## config.mk

```make
export PLATFORM = sky130hd
export DESIGN_NAME = bus_arbiter
export DESIGN_NICKNAME = d
export VERILOG_FILES = /design/src/rtl/bus_arbiter.sv
export SDC_FILE = /design/constraint.sdc
export NUM_CORES = 1
export LEC_CHECK = 0
export CORE_MARGIN = 3
export CORE_UTILIZATION = 50
export DETAILED_ROUTE_END_ITERATION = 8
export GPL_TIMING_DRIVEN = 0
export PLACE_DENSITY = 0.83
export SLEW_MARGIN = 20
export SYNTH_ARGS = -nofsm -noshare
export SYNTH_HDL_FRONTEND = slang
export SYNTH_SLANG_ARGS = --single-unit
```

## constraint.sdc

```tcl
create_clock -name clock -period 5.8 [get_ports clock]
set_clock_uncertainty 0.2 [all_clocks]
set_input_delay 1.45 -clock clock [delete_from_list [all_inputs] [get_ports clock]]
set_output_delay 1.45 -clock clock [all_outputs]
set_load 0.01 [all_outputs]
```

## src/rtl/bus_arbiter.sv

```systemverilog
// Round-robin bus arbiter: grants one of three requesters, holds the source on the
// bus for SETTLE setup cycles, then strobes the one-hot destination load.
module bus_arbiter #(
    parameter int unsigned SETTLE = 1
) (
    input  logic       clock,
    input  logic       reset,
    input  logic [2:0] req,
    input  logic [2:0] src0,
    input  logic [2:0] src1,
    input  logic [2:0] src2,
    input  logic [2:0] dst0,
    input  logic [2:0] dst1,
    input  logic [2:0] dst2,
    output logic [2:0] read_en,
    output logic [7:0] write_en,
    output logic [2:0] gnt,
    output logic [2:0] done,
    output logic       busy
);

    localparam int unsigned N_REQ = 3;
    localparam int unsigned SRC_W = 3;
    localparam int unsigned DST_W = 3;
    localparam int unsigned CNT_W = 4;
    localparam int unsigned WE_W  = 8;
    localparam int unsigned IDX_W = 2;
    localparam logic [SRC_W-1:0] SRC_IDLE = SRC_W'(3);

    typedef enum logic [1:0] {
        IDLE,
        SETUP,
        WRITE
    } state_e;

    state_e             state_q, state_d;
    logic [CNT_W-1:0]   cnt_q, cnt_d;
    logic [IDX_W-1:0]   last_q, last_d;
    logic [SRC_W-1:0]   src_q, src_d;
    logic [DST_W-1:0]   dst_q, dst_d;
    logic [N_REQ-1:0]   gnt_q, gnt_d;
    logic [SRC_W-1:0]   read_en_q, read_en_d;
    logic [WE_W-1:0]    write_en_q, write_en_d;
    logic [N_REQ-1:0]   done_q, done_d;
    logic               busy_q, busy_d;

    logic               win_vld;
    logic [IDX_W-1:0]   win_idx;
    logic [IDX_W-1:0]   cand;
    logic [3:0]         req_ext;
    logic [SRC_W-1:0]   win_src;
    logic [DST_W-1:0]   win_dst;

    assign read_en  = read_en_q;
    assign write_en = write_en_q;
    assign gnt      = gnt_q;
    assign done     = done_q;
    assign busy     = busy_q;

    // Round-robin search starting one past the last winner, wrapping mod 3
    always_comb begin
        win_vld = 1'b0;
        win_idx = '0;
        req_ext = {1'b0, req};
        cand    = last_q;
        for (int i = 0; i < int'(N_REQ); i++) begin
            cand = (cand == IDX_W'(2)) ? IDX_W'(0) : cand + IDX_W'(1);
            if (!win_vld && req_ext[cand]) begin
                win_vld = 1'b1;
                win_idx = cand;
            end
        end
    end

    always_comb begin
        case (win_idx)
            IDX_W'(1): begin win_src = src1; win_dst = dst1; end
            IDX_W'(2): begin win_src = src2; win_dst = dst2; end
            default:   begin win_src = src0; win_dst = dst0; end
        endcase
    end

    // Next-state logic; output registers are loaded from the next state
    always_comb begin
        state_d = state_q;
        cnt_d   = cnt_q;
        last_d  = last_q;
        src_d   = src_q;
        dst_d   = dst_q;
        gnt_d   = gnt_q;

        case (state_q)
            IDLE: begin
                gnt_d = '0;
                if (win_vld) begin
                    state_d = SETUP;
                    cnt_d   = CNT_W'(1);
                    last_d  = win_idx;
                    src_d   = win_src;
                    dst_d   = win_dst;
                    gnt_d   = N_REQ'(1) << win_idx;
                end
            end
            SETUP: begin
                if (cnt_q == CNT_W'(SETTLE)) begin
                    state_d = WRITE;
                end else begin
                    cnt_d = cnt_q + CNT_W'(1);
                end
            end
            WRITE: begin
                state_d = IDLE;
                cnt_d   = '0;
                gnt_d   = '0;
            end
            default: begin
                state_d = IDLE;
                cnt_d   = '0;
                gnt_d   = '0;
            end
        endcase

        read_en_d  = (state_d == IDLE) ? SRC_IDLE : src_d;
        write_en_d = (state_d == WRITE) ? (WE_W'(1) << dst_d) : '0;
        done_d     = (state_d == WRITE) ? gnt_d : '0;
        busy_d     = (state_d != IDLE);
    end

    always_ff @(posedge clock or posedge reset) begin
        if (reset) begin
            state_q    <= IDLE;
            cnt_q      <= '0;
            last_q     <= IDX_W'(2);
            src_q      <= '0;
            dst_q      <= '0;
            gnt_q      <= '0;
            read_en_q  <= SRC_IDLE;
            write_en_q <= '0;
            done_q     <= '0;
            busy_q     <= 1'b0;
        end else begin
            state_q    <= state_d;
            cnt_q      <= cnt_d;
            last_q     <= last_d;
            src_q      <= src_d;
            dst_q      <= dst_d;
            gnt_q      <= gnt_d;
            read_en_q  <= read_en_d;
            write_en_q <= write_en_d;
            done_q     <= done_d;
            busy_q     <= busy_d;
        end
    end

endmodule

```

==> reports/metrics.yaml <==
routing:
  wl_mm: 3.12
  via_count: 1199
  drt_first_pass_iters: 4
  drc_errors: 0
  wl_per_cell_um: 14.6
  ant_nets: 0
  vias_per_cell: 5.60
  initialDrtViolationCount: 31
hold_path:
  hold_class: "flop to flop"
pwr:
  pwr-share-comb_pct: 45.4
  clkPwrFrac_pct: 17.4
  p_switching_uw: 343
  sw_frac_of_total_pct: 36.6
  seqPwrFrac_pct: 37.3
  vdd_drop_max_mv: 0.379
  p_leak_uw: 0.000879
  power_density_nw_per_um2: 475
  p_int_uw: 595
yosys:
  synth_area_per_cell_um2: 10.7
  yosysMostFrequentCell: "dfrtp_1"
  yosysSeqAreaShare_pct: 55.1
  synth_top_area_share_pct: 49.7
  yosysUniqueCellTypes: 29
  syn_area_um2: 1460
  synth_fp_nets: 164
  synth_top_flop_cell: "dfrtp_1"
  synth.area.top_cells: "dfrtp_1 50%, dfstp_2 5.4%, ha_1 4.3%, a22oi_1 3.6%, nor3_1 3.4%"
  synth_top_area_cell: "dfrtp_1"
  synth_commonest_cells: "29 x dfrtp_1, 13 x nor2_1, 10 x nand2_1, 10 x nor3_1, 8 x a21oi_1"
  ys_ff_latch: 32
  synth_edf_count: 0
  synthArstFlopShare_pct: 100
  yosys_warnings: 0
  syn_inst: 136
layout:
  fillerInstances: 198
  fin_cells: 214
  n_antenna_cell: 0
  area_growth_pct: 35.2
  nets: 211
  stdcell_area_um2: 1970
  drive_gt1_share_pct: 10.9
place:
  dp_cells: 206
  io_buffers: 40
  dpl.hpwl_mm: 2.38
  place.gp.congestion: 0.846
  preCtsSetupSlack_ns: 1.75
  place_area_um2: 1900
cts:
  cts_resized: 0
  ctsHoldBuffers: 0
  clk_pin_slew_ns: 0.09
  postCtsSetupBuffers: 0
  cts_root_buf: "clkbuf_4"
  htree_levels: 2
  cts_tree: "yes"
  cts_buffers: 5
  cts_sinks: 32
  clock_path_buffers: 2
  insertion_delay_ns: 0.32
sta:
  max_freq_mhz: 264
  hold_violations: 0
  slew_headroom_pct: 40.1
  setup_violations: 0
  fin_crit_sh_pct: 65.2
  whs_ns: 0.300
  fin_crit_ns: 3.78
  setup_tns_ns: 0
  tightest_slew_ns: 0.890
  rsz0062_at_grt: "false"
  fin_ws_ns: 2.02
  final_max_slew_viol_count: 0
global_routing:
  gr-total-overflow: 0
  antenna_found_initial: 0
  grt_usage_pct: 20.6
  first_global_vias: 1300
  grt_pass1_wl_mm: 5.55
  grt_start_max_net_pins: 33
worst_setup_path:
  critPathArrivalTime_ns: 3.81
  worst_setup_path_start_kind: "input pin"
  endpoint_kind: "flop"
  crit_required_ns: 5.83
  path_class: "input pin to flop"
  cp_max_fo: 10
floorplan:
  io_pins: 41
  fp.dieH_um: 60.0
  core_area_um2: 2640
  start_util_pct: 55.4
  dieArea_um2: 3600
  die_w_um: 60.0
  rows: 18
job:
  maxCapViolations: 0
outcome:
  status: "finished, final reports clean"
==> flip-flops by register name (all words and copies together) (netlist names) <==
register  cells
gnt           3
src_q         3
read_en       3
dst_q         3
busy          1
cnt_q         4
last_q        2
state_q       2
done          3
write_en      8
==> placed cells by master, fill, tap and decap left out <==
cell type / Yosys / routed
a221oi_1: 1 / 1
a22oi_4: 2 / 2
nor4_1: 1 / 1
nand2b_1: 2 / 2
dfrtp_1: 29 / 29
or2_1: 2 / 2
a21oi_1: 8 / 8
xnor2_1: 2 / 2
inv_2: 2 / 3
clkinv_2: 0 / 1
clkbuf_1: 3 / 4
nor3b_1: 5 / 5
o21ai_0: 6 / 6
o32a_1: 1 / 1
bufinv_16: 0 / 1
inv_1: 6 / 5
nor2b_1: 3 / 3
buf_6: 1 / 1
and2_1: 5 / 5
a22oi_1: 7 / 7
o22ai_1: 2 / 2
nor3_1: 10 / 10
clkdlybuf4s50_1: 0 / 40
dfstp_2: 3 / 3
nor3_4: 1 / 1
ha_1: 5 / 5
nand4b_1: 1 / 1
nand3_1: 1 / 1
nand2_1: 10 / 10
nor2_1: 13 / 13
clkbuf_4: 0 / 5
mux2_2: 3 / 3
or4_1: 1 / 1
==> power by group through the flow <==
stage / logic (µW) / clock network [µW] / registers [µW]
after floorplan: 261 / 0 / 361
after global placement: 408 / 0 / 349
after detailed placement: 423 / 0 / 353
after CTS: 428 / 165 / 348
after global routing: 477 / 176 / 358
final: 425 / 163 / 349
==> area by class of cell <==
type	count	area (µm²)	share of cell area, %
inverters	8	30.0	1.52
repair buffers	40	400	20.3
clock buffers	6	41.3	2.09
well taps	30	37.5	1.90
flip-flops and latches	32	805	40.7
plain buffers	4	22.5	1.14
multi-input cells	92	603	30.5
clock inverters	2	35.0	1.77
==> stage by stage <==
step | utilization, % | power, µW
final | 74.9 | 937
after global routing | 74.9 | 1010
after CTS | 74.9 | 941
after detailed placement | 72.0 | 776
after global placement | 72.0 | 757
after floorplan | - | 622
==> metal layers <==
metal | GRT usage [%] | vias up | part of all wire (%)
met1 | 23.7 | 576 | 40
li1 | - | 567 | -
met4 | 4.75 | 0 | 0.74
met2 | 37.2 | 51 | 52
met5 | 0 | - | 0
met3 | 6.26 | 5 | 7.4
==> logic make-up after synthesis <==
kind of cell               synth area share, %
AOI/OAI and AO/OA                         13.5
xor gates and xnor gates                  1.20
adders and majority gates                 4.28
buffers and inverters                     3.60
DFF                                       55.1
muxes                                     2.31
and+or+nand+nor                           20.1
==> worst max-delay path: stages <==
cell,delay (ns)
clkdlybuf4s50_1,0.52
nor2b_1,0.19
o22ai_1,0.12
nand2_1,0.13
ha_1,0.35
clkbuf_1,0.32
nand2_1,0.19
a22oi_4,0.23
inv_2,0.10
nor3_1,0.22
==> path summary, 6_finish.rpt <==
path	endpoint	slack, ns	start	cells past startpoint
worst max-delay path	write_en[4]	2.02	req[1]	10
worst min-delay path	src_q[1]	0.30	src_q[1]	1
worst max register to register	write_en[4]	3.24	last_q[1]	9
worst min register to register	src_q[1]	0.30	src_q[1]	1
max in group asynchronous	cnt_q[2]	3.66	reset	2
min in group asynchronous	write_en[6]	1.32	reset	2
No activity file was read; power rests on OpenSTA's default activity.
